File: src/rtl/keypad_scanner.sv
// keypad_scanner: matrix keypad scanner with settle-timed column sampling,
// whole-frame debounce, ghost (multi-key) rejection and a press/release FIFO.
// Ports:
//   clk, reset        - clock, synchronous active-high reset
//   row_out           - row drive, one row low at a time (registered)
//   col_in            - column sense, active low (synchronised here)
//   key_down/key_code - stable single-key level and its code (row*COLS+col)
//   event_valid/event_press/event_code/event_ready - FWFT event FIFO head
//   overrun           - one-cycle pulse per event dropped on a full FIFO
module keypad_scanner #(
   parameter int unsigned ROWS       = 4,
   parameter int unsigned COLS       = 3,
   parameter int unsigned SCAN_DIV   = 1024,
   parameter int unsigned SETTLE     = 1008,
   parameter int unsigned DEBOUNCE   = 3,
   parameter int unsigned FIFO_DEPTH = 4,
   parameter int unsigned KW         = $clog2(ROWS*COLS)
) (
   input  logic            clk,
   input  logic            reset,
   output logic [ROWS-1:0] row_out,
   input  logic [COLS-1:0] col_in,
   output logic            key_down,
   output logic [KW-1:0]   key_code,
   output logic            event_valid,
   output logic            event_press,
   output logic [KW-1:0]   event_code,
   input  logic            event_ready,
   output logic            overrun
);

   localparam int unsigned RW = (ROWS > 1) ? $clog2(ROWS) : 1;
   localparam int unsigned SW = $clog2(SCAN_DIV);
   localparam int unsigned CW = $clog2(DEBOUNCE + 1);
   localparam int unsigned AW = $clog2(FIFO_DEPTH);

   typedef enum logic {IDLE, COUNT} state_e;

   logic [SW-1:0]   slot_q, slot_d;
   logic [RW-1:0]   row_q, row_d;
   logic [ROWS-1:0] row_out_q;
   logic [COLS-1:0] col_s1_q, col_s2_q;
   logic            sample_c;
   logic            eval_q;
   logic [1:0]      hits_q, hits_d;     // pressed count this frame, saturating at 2
   logic [KW-1:0]   hcode_q, hcode_d;   // code of the first pressed position

   state_e          state_q, state_d;
   logic            cand_key_q, cand_key_d;
   logic [KW-1:0]   cand_code_q, cand_code_d;
   logic [CW-1:0]   dcnt_q, dcnt_d;
   logic            stab_key_q, stab_key_d;
   logic [KW-1:0]   stab_code_q, stab_code_d;
   logic            pend_q, pend_d;     // press half of a key-to-key change
   logic [KW-1:0]   pend_code_q, pend_code_d;
   logic            push_c, push_press_c;
   logic [KW-1:0]   push_code_c;

   logic [KW-1:0]         code_mem_q [FIFO_DEPTH];
   logic [FIFO_DEPTH-1:0] press_mem_q;
   logic [AW:0]           wr_q, rd_q;
   logic                  full_c, empty_c, pop_c, wr_en_c;
   logic                  overrun_q;

   // Slot/row sequencing and frame accumulation.
   always_comb begin
      slot_d   = slot_q + SW'(1);
      row_d    = row_q;
      hits_d   = hits_q;
      hcode_d  = hcode_q;
      sample_c = (slot_q == SW'(SETTLE));
      if (slot_q == SW'(SCAN_DIV - 1)) begin
         slot_d = '0;
         row_d  = (row_q == RW'(ROWS - 1)) ? '0 : row_q + RW'(1);
      end
      if (eval_q) begin
         hits_d  = '0;
         hcode_d = '0;
      end
      if (sample_c) begin
         for (int c = 0; c < COLS; c++) begin
            if (!col_s2_q[c]) begin
               if (hits_d == 2'd0) hcode_d = KW'(row_q) * KW'(COLS) + KW'(c);
               if (hits_d != 2'd2) hits_d = hits_d + 2'd1;
            end
         end
      end
   end

   // Debounce FSM and event generation on frame evaluation.
   always_comb begin
      state_d      = state_q;
      cand_key_d   = cand_key_q;
      cand_code_d  = cand_code_q;
      dcnt_d       = dcnt_q;
      stab_key_d   = stab_key_q;
      stab_code_d  = stab_code_q;
      pend_d       = 1'b0;
      pend_code_d  = pend_code_q;
      push_c       = pend_q;
      push_press_c = 1'b1;
      push_code_c  = pend_code_q;
      if (eval_q) begin
         if (hits_q == 2'd2) begin
            state_d     = IDLE;
            cand_key_d  = 1'b0;
            cand_code_d = '0;
            dcnt_d      = '0;
         end else begin
            if (state_q == COUNT && cand_key_q == (hits_q == 2'd1) && cand_code_q == hcode_q) begin
               if (dcnt_q != CW'(DEBOUNCE)) dcnt_d = dcnt_q + CW'(1);
            end else begin
               state_d     = COUNT;
               cand_key_d  = (hits_q == 2'd1);
               cand_code_d = hcode_q;
               dcnt_d      = CW'(1);
            end
            if (dcnt_d == CW'(DEBOUNCE) &&
                (cand_key_d != stab_key_q || cand_code_d != stab_code_q)) begin
               stab_key_d  = cand_key_d;
               stab_code_d = cand_code_d;
               push_c      = 1'b1;
               if (stab_key_q) begin
                  push_press_c = 1'b0;
                  push_code_c  = stab_code_q;
                  pend_d       = cand_key_d;
                  pend_code_d  = cand_code_d;
               end else begin
                  push_code_c  = cand_code_d;
               end
            end
         end
      end
   end

   // FIFO control; a push at full only lands if the head leaves the same cycle.
   always_comb begin
      empty_c = (wr_q == rd_q);
      full_c  = (wr_q[AW] != rd_q[AW]) && (wr_q[AW-1:0] == rd_q[AW-1:0]);
      pop_c   = !empty_c && event_ready;
      wr_en_c = push_c && (!full_c || pop_c);
   end

   always_ff @(posedge clk) begin
      if (reset) begin
         slot_q      <= '0;
         row_q       <= '0;
         row_out_q   <= '1;
         col_s1_q    <= '1;
         col_s2_q    <= '1;
         eval_q      <= 1'b0;
         hits_q      <= '0;
         hcode_q     <= '0;
         state_q     <= IDLE;
         cand_key_q  <= 1'b0;
         cand_code_q <= '0;
         dcnt_q      <= '0;
         stab_key_q  <= 1'b0;
         stab_code_q <= '0;
         pend_q      <= 1'b0;
         pend_code_q <= '0;
         wr_q        <= '0;
         rd_q        <= '0;
         press_mem_q <= '0;
         overrun_q   <= 1'b0;
         for (int i = 0; i < FIFO_DEPTH; i++) code_mem_q[i] <= '0;
      end else begin
         slot_q      <= slot_d;
         row_q       <= row_d;
         row_out_q   <= ~(ROWS'(1) << row_d);
         col_s1_q    <= col_in;
         col_s2_q    <= col_s1_q;
         eval_q      <= sample_c && (row_q == RW'(ROWS - 1));
         hits_q      <= hits_d;
         hcode_q     <= hcode_d;
         state_q     <= state_d;
         cand_key_q  <= cand_key_d;
         cand_code_q <= cand_code_d;
         dcnt_q      <= dcnt_d;
         stab_key_q  <= stab_key_d;
         stab_code_q <= stab_code_d;
         pend_q      <= pend_d;
         pend_code_q <= pend_code_d;
         overrun_q   <= push_c && !wr_en_c;
         if (pop_c) rd_q <= rd_q + (AW+1)'(1);
         if (wr_en_c) begin
            code_mem_q[wr_q[AW-1:0]]  <= push_code_c;
            press_mem_q[wr_q[AW-1:0]] <= push_press_c;
            wr_q <= wr_q + (AW+1)'(1);
         end
      end
   end

   assign row_out     = row_out_q;
   assign key_down    = stab_key_q;
   assign key_code    = stab_code_q;
   assign overrun     = overrun_q;
   assign event_valid = !empty_c;
   assign event_press = empty_c ? 1'b0 : press_mem_q[rd_q[AW-1:0]];
   assign event_code  = empty_c ? '0 : code_mem_q[rd_q[AW-1:0]];

endmodule
File: config.mk
export PLATFORM = sky130hd
export DESIGN_NAME = keypad_scanner
export DESIGN_NICKNAME = d
export VERILOG_FILES = /design/src/rtl/keypad_scanner.sv
export SDC_FILE = /design/constraint.sdc
export NUM_CORES = 1
export LEC_CHECK = 0
export ABC_AREA = 1
export CORE_UTILIZATION = 50
export CTS_BUF_LIST = sky130_fd_sc_hd__clkbuf_16
export DETAILED_ROUTE_END_ITERATION = 10
export PLACE_DENSITY = 0.69
export SYNTH_ARGS = -nofsm -noshare
export SYNTH_HDL_FRONTEND = slang
export SYNTH_SLANG_ARGS = --single-unit
File: constraint.sdc
create_clock -name clk -period 4.4 [get_ports clk]
set_clock_uncertainty 0.2 [all_clocks]
set_input_delay 0.44 -clock clk [delete_from_list [all_inputs] [get_ports clk]]
set_output_delay 0.44 -clock clk [all_outputs]
set_load 0.01 [all_outputs]
# Word-level counts from Yosys, hierarchy flattened

Memory sizes are Yosys's and may differ from the RTL's. A register that Yosys moved wholly into a read port is not among the register bits.
Cells that the tools add are included.

Memories kept: 1
Output and inout bits: 16
Bits in writable memories: 16
Bits in registers: 58

Memories:

| memory     | words | bits a word | rd ports | clocked after Yosys merged registers in | write ports | RTL line | RTL |
|---|---|---|---|---|---|---|---|
| code_mem_q | 4     | 4           | 1        | 1                                       | 4           | 59       | `logic [KW-1:0] code_mem_q [FIFO_DEPTH];` |

$add $sub $neg: 10
Reductions and logical operators: 23
Equality and inequality tests: 18
Multiply operators: 1
Multiplexer cells: 63
Shifts and indexed selects: 1
Bitwise gates (word level): 5
Magnitude comparators: 3

Operator list:

| cell                                                        | count |
|---|---|
| two-way mux 4 bit                                           | 18 |
| two-way mux 2 bit                                           | 20 |
| two-way mux 1 bit                                           | 22 |
| == test 10 bit (second input constant)                      | 2 |
| adder 10 x 1 -> 10 bit (second input constant)              | 1 |
| adder 2 x 1 -> 2 bit (second input constant)                | 5 |
| inequality test 2 bit (second input constant)               | 5 |
| logical AND 1 bit                                           | 9 |
| adder 3 x 1 -> 3 bit (second input constant)                | 2 |
| == test 2 bit (second input constant)                       | 3 |
| logical NOT 2 bit                                           | 3 |
| less-than comparator 2 x 3 -> 1 bit (second input constant) | 2 |
| OR reduction 5 bit                                          | 1 |
| adder 4 x 1 -> 4 bit (second input constant)                | 1 |
| adder 4 x 2 -> 4 bit (second input constant)                | 1 |
| bitwise mux 4 bit                                           | 1 |
| == test 4 bit                                               | 1 |
| multiplier 2 x 2 -> 4 bit (second input constant)           | 1 |
| inequality test 4 bit                                       | 1 |
| NOT 1 bit                                                   | 4 |
| NOT 4 bit                                                   | 1 |
| AND reduction 4 bit                                         | 1 |
| OR reduction 4 bit                                          | 1 |
| left shift 1 x 2 -> 4 bit (first input constant)            | 1 |
| other kinds (13)                                            | 17 |

# Longest topological paths before layout

Depth after elaboration: 19
Gate-level depth with buffers: 15
Depth with buffers taken out: 15

# Worst setup path before layout

No wires, ideal clock.

Path kind: register to register
Start: reg hits_q[0]
End: reg hcode_q[0]
Cell stages (with the launch flop): 14
Period minus slack after synthesis: 2.597 ns
Setup time: 0.095 ns
Path slack: 1.803 ns
Data required time: 4.105 ns
Data arrival time: 2.302 ns
Cells stage by stage: dfxtp_1 -> inv_1 -> nor2_1 -> inv_1 -> ha_1 -> o21ai_0 -> ha_1 -> o21a_1 -> inv_1 -> ha_1 -> nand2_1 -> inv_1 -> o21ai_0 -> a221oi_1

Word-level cells in the longest chain between the ends: 13
Elaborated cells on any way between the ends: 21
Those cells by class: add/sub: 2; eq/ne: 2; mux: 14; reduce/logical: 3

RTL lines:

| what                                                          | RTL line | RTL |
|---|---|---|
| from (decl)                                                   | 45       | `logic [1:0] hits_q, hits_d;` |
| from (signal assigned)                                        | 174      | `hits_q <= hits_d;` |
| two-way mux 2 bit (*)                                         | 76       | `if (eval_q) begin` |
| adder 2 x 1 -> 2 bit or inequality test 2 bit (tied branches) | 84       | `if (hits_d != 2'd2) hits_d = hits_d + 2'd1;` |
| two-way mux 2 bit                                             | 84       |  |
| two-way mux 2 bit                                             | 82       | `if (!col_s2_q[c]) begin` |
| two-way mux 2 bit                                             | 80       | `if (sample_c) begin` |
| adder 2 x 1 -> 2 bit or inequality test 2 bit (tied branches) | 84       |  |
| two-way mux 2 bit                                             | 84       |  |
| two-way mux 2 bit                                             | 82       |  |
| two-way mux 2 bit                                             | 80       |  |
| logical NOT 2 bit                                             | 83       | `if (hits_d == 2'd0) hcode_d = KW'(row_q) * KW'(COLS) + KW'(c);` |
| two-way mux 4 bit                                             | 83       |  |
| two-way mux 4 bit (*)                                         | 82       |  |
| two-way mux 4 bit (*)                                         | 80       |  |
| to (signal assigned)                                          | 175      | `hcode_q <= hcode_d;` |
| to (decl)                                                     | 46       | `logic [KW-1:0] hcode_q, hcode_d;` |

Every way passes the cells marked *; elsewhere a longest branch is shown, timed or not. The select of a mux whose other input is x is not followed.
A chain may end at the register's enable or synchronous reset.

# Worst setup path after layout

Start: reg eval_q
End: reg hcode_q[1]

Word-level cells in the longest chain between the ends: 13
Elaborated cells on any way between the ends: 22
Those cells by class: add/sub: 2; eq/ne: 2; mux: 15; reduce/logical: 3

RTL lines:

| what                                                          | RTL line | RTL |
|---|---|---|
| from (decl)                                                   | 44       | `logic eval_q;` |
| from (signal assigned)                                        | 173      | `eval_q <= sample_c && (row_q == RW'(ROWS - 1));` |
| two-way mux 2 bit                                             | 76       |  |
| adder 2 x 1 -> 2 bit or inequality test 2 bit (tied branches) | 84       |  |
| two-way mux 2 bit                                             | 84       |  |
| two-way mux 2 bit                                             | 82       |  |
| two-way mux 2 bit                                             | 80       |  |
| adder 2 x 1 -> 2 bit or inequality test 2 bit (tied branches) | 84       |  |
| two-way mux 2 bit                                             | 84       |  |
| two-way mux 2 bit                                             | 82       |  |
| two-way mux 2 bit                                             | 80       |  |
| logical NOT 2 bit                                             | 83       |  |
| two-way mux 4 bit                                             | 83       |  |
| two-way mux 4 bit                                             | 82       |  |
| two-way mux 4 bit (*)                                         | 80       |  |

Marked as above.

==> out/metrics.csv <==
metric,value,unit
outcome,"complete, no violations",
internal_power,1.20,mW
cp_data_arrival_time,3150,ps
finalWirelength,7330,um
crit_fanout,11,
detailed_place.area,3980,sq um
tightest_slew,956,ps
hold_violations,0,
post_cts.resized_instances,0,
place_hpwl,5300,um
critical_path_top_delay_cell,sky130_fd_sc_hd__dfxtp_1,
syn-cell-area,3700,sq um
synth-async-reset-ratio,0,%
min_period_over_period,70.9,%
via_count,3070,
startpoint_type,flop,
layout-drive-gt1-share,7.16,%
final-instance-count-excl-fill,613,
layout_setup_ws,1280,ps
ys_seq_area_share,45.5,%
floorplan.die.width,88.0,um
effective_utilization_at_floorplan,52.9,%
max-slew-margin-rel,36.2,%
track_usage,20.9,%
yosys.area.top_type,sky130_fd_sc_hd__dfxtp_1,
insertedDiodeCount,0,
floorplan.die.height,88.0,um
numPlacedInstances,597,
synth_commonest_cells,"121 x sky130_fd_sc_hd__nand2_1, 72 x sky130_fd_sc_hd__nor2_1, 63 x sky130_fd_sc_hd__inv_1",
grt_pass1_vias,2809,
post_synth.cell_area_avg,7.53,sq um
clkSinkCount,76,
ant_nets,0,
grt_start_max_net_pins,30,
detail_route.drc_violations,0,
ys.flop_type,sky130_fd_sc_hd__dfxtp_1,
power_per_cell_area,362,nW/um^2
tritoncts,done,
post_synth_inst_count,491,
design.die.area,7740,sq um
synth_cell_types,34,
cell_by_cell_listing_of_the_critical_path,inv_1 > nand2_1 > ha_1 > o21ai_0 > ha_1 > o21a_1 > inv_1 > ha_1 > nand2_1 > inv_1 > o21ai_0 > a221oi_1,
maxCapViolations,0,
synth.top_cells.by_area,"sky130_fd_sc_hd__dfxtp_1 32%, sky130_fd_sc_hd__edfxtp_1 13%, sky130_fd_sc_hd__nand2_1 12%",
coreArea,6980,sq um
worst_hold_slack,212,ps
clock_tree.root_cell,sky130_fd_sc_hd__clkbuf_16,
overflow,0,
synth.top_cell.area_share,32.5,%
io_buffers,21,
timing.setup.critical_path_class,reg -> reg,
placement.setup.worst_slack,1320,ps
timing.critical_path.required,4430,ps
timing_max_transition_violations_final,0,
cts_hold_buffers,0,
max_clock_freq,320,MHz
timing.critical_path.to_type,flop,
report.final.setup_viol,0,
min_tclk_post_route,3120,ps
first_iter_violations,178,
finish.net_count,533,
setup_tns,0,ps
avgRoutedWirePerCell,11.9,um
design.portCount,22,
slowest_delay,350,ps
drtPass1Iterations,4,
post-route-cell-area,4270,sq um
grt_first_pass_wirelength,12300,um
rsz0062_at_grt,no,
grt_antenna_before_repair,0,
cts-htree-levels,3,
power.share.combinational,6.0,%
clock_buffers_created_by_tritoncts,9,
seq_power_share,47.8,%
number_of_flops_mapped_to_enable_cells_by_yosys,16,
filler_cells,644,
place_congestion,0.888,
leakage,1.82,nW
clkTransAtPathRegs,50,ps
max-vdd-ir-drop,0.000198,V
holdCritPathClass,reg -> reg,
post-synth-top-count-cell,sky130_fd_sc_hd__nand2_1,
synth.net_count,512,
area_growth_syn_to_layout,15.5,%
insertion_delay,330,ps
p_clk_share,46.2,%
ys_warn_count,0,
cts.repair_timing.setup_buffer_count,0,
ys_ff_latch,76,
netSwitchingPower,0.345,mW
clockBufferDepth,2,
floorplan.rows,30,
switching_share,22.3,%
vias_per_cell,5.01,
==> final cells by class <==
class                      instances  area (sq um)  area share, %
multi-input combinational        335          1700           39.8
sequential                        76          1680           39.4
inverter                          68           255           5.98
clock buffer                       9           225           5.27
timing repair buffer              22           218           5.10
tap                               96           120           2.81
clock inverter                     7          68.8           1.61
==> placed cells by master, fill, tap and decap left out <==
cell                              synthesis  layout
sky130_fd_sc_hd__nand2_1                121     121
sky130_fd_sc_hd__nor2_1                  72      72
sky130_fd_sc_hd__inv_1                   63      64
sky130_fd_sc_hd__dfxtp_1                 60      60
sky130_fd_sc_hd__o21ai_0                 34      34
sky130_fd_sc_hd__a21oi_1                 27      27
sky130_fd_sc_hd__clkdlybuf4s50_1          0      21
sky130_fd_sc_hd__edfxtp_1                16      16
sky130_fd_sc_hd__nand3_1                 15      15
sky130_fd_sc_hd__ha_1                    15      15
sky130_fd_sc_hd__clkbuf_16                0       9
sky130_fd_sc_hd__or2_2                    8       8
sky130_fd_sc_hd__inv_2                    5       5
sky130_fd_sc_hd__xor2_1                   4       4
sky130_fd_sc_hd__xnor2_1                  4       4
sky130_fd_sc_hd__o32ai_1                  4       4
sky130_fd_sc_hd__nand4_2                  4       4
sky130_fd_sc_hd__a221oi_1                 4       4
sky130_fd_sc_hd__o211ai_1                 3       3
sky130_fd_sc_hd__nor3b_1                  3       3
sky130_fd_sc_hd__clkinvlp_4               0       3
sky130_fd_sc_hd__nand4_1                  2       2
sky130_fd_sc_hd__nor2_2                   2       2
sky130_fd_sc_hd__o31ai_1                  2       2
sky130_fd_sc_hd__nor3_1                   2       2
sky130_fd_sc_hd__a31oi_1                  2       2
sky130_fd_sc_hd__o21a_1                   1       1
sky130_fd_sc_hd__nand2_2                  1       1
sky130_fd_sc_hd__nand3_2                  1       1
sky130_fd_sc_hd__o21ai_1                  1       1
sky130_fd_sc_hd__a21oi_4                  1       1
sky130_fd_sc_hd__a311oi_1                 1       1
sky130_fd_sc_hd__a211oi_1                 1       1
sky130_fd_sc_hd__clkinv_4                 0       1
sky130_fd_sc_hd__bufinv_16                0       1
sky130_fd_sc_hd__clkinv_1                 0       1
sky130_fd_sc_hd__buf_4                    0       1
==> stage by stage <==
stage          util, %  total power [mW]
2_1_floorplan        -             0.812
3_3_place_gp      57.0             0.846
3_5_place_dp      57.0             0.849
4_1_cts           61.2              1.56
5_1_grt           61.2              1.61
6_report          61.2              1.55
==> logic make-up (layout without fill, tap and decap cells) <==
logic type,after synthesis,after routing,share of synthesized area (%)
buffers and inverters,80,106,8.46
xor gates and xnor gates,8,8,1.90
and+or+nand+nor,231,231,26.3
DFF,76,76,45.5
AOI/OAI and AO/OA,81,81,12.7
adders and majority gates,15,15,5.08
==> state kept, by name (all words and copies together), names as in the netlist, 2 cells and up, named ones only <==
signal and count:
press_mem_q 4, rd_q 3, pend_code_q 4, wr_q 3, hits_q 2, hcode_q 4, key_code 4, code_mem_q 16
col_s1_q 3, row_q 2, slot_q 10, row_out 4, dcnt_q 2, col_s2_q 3, cand_code_q 4
==> power by group through the flow <==
stage                     clock [mW]  combinational [mW]  sequential (mW)
after CTS                      0.725              0.0942            0.740
after global placement             0              0.0910            0.755
after floorplan                    0              0.0633            0.749
after detailed placement           0              0.0937            0.755
after global routing           0.758               0.106            0.742
final                          0.715              0.0931            0.740
==> critical path, delay by kind of cell, from the launching register on <==
| family | cells | cell delay, ps |
|---|---|---|
| buf+inv | 3 | 470 |
| fa+ha+maj | 3 | 730 |
| simple gates | 2 | 280 |
| flops | 1 | 350 |
| compound gates | 4 | 980 |
==> layer usage <==
layer / track usage [%] / vias to the layer above / wire, um
li1: - / 1613 / -
met1: 25.7 / 1404 / 3460
met2: 35.4 / 43 / 3490
met3: 3.96 / 10 / 247
met4: 9.99 / 0 / 124
met5: 0 / - / 0
==> final timing paths <==
check                      endpoint                   start  slack [ps]  cells past startpoint
max           hcode_q[1]$_SDFF_PP0_       eval_q$_SDFF_PP0_        1280                     12
min reg2reg  col_s2_q[0]$_SDFF_PP1_  col_s1_q[0]$_SDFF_PP1_         210                      1
min          col_s2_q[0]$_SDFF_PP1_  col_s1_q[0]$_SDFF_PP1_         210                      1
max reg2reg   hcode_q[1]$_SDFF_PP0_       eval_q$_SDFF_PP0_        1280                     12
No activity file was read; power rests on OpenSTA's default activity.
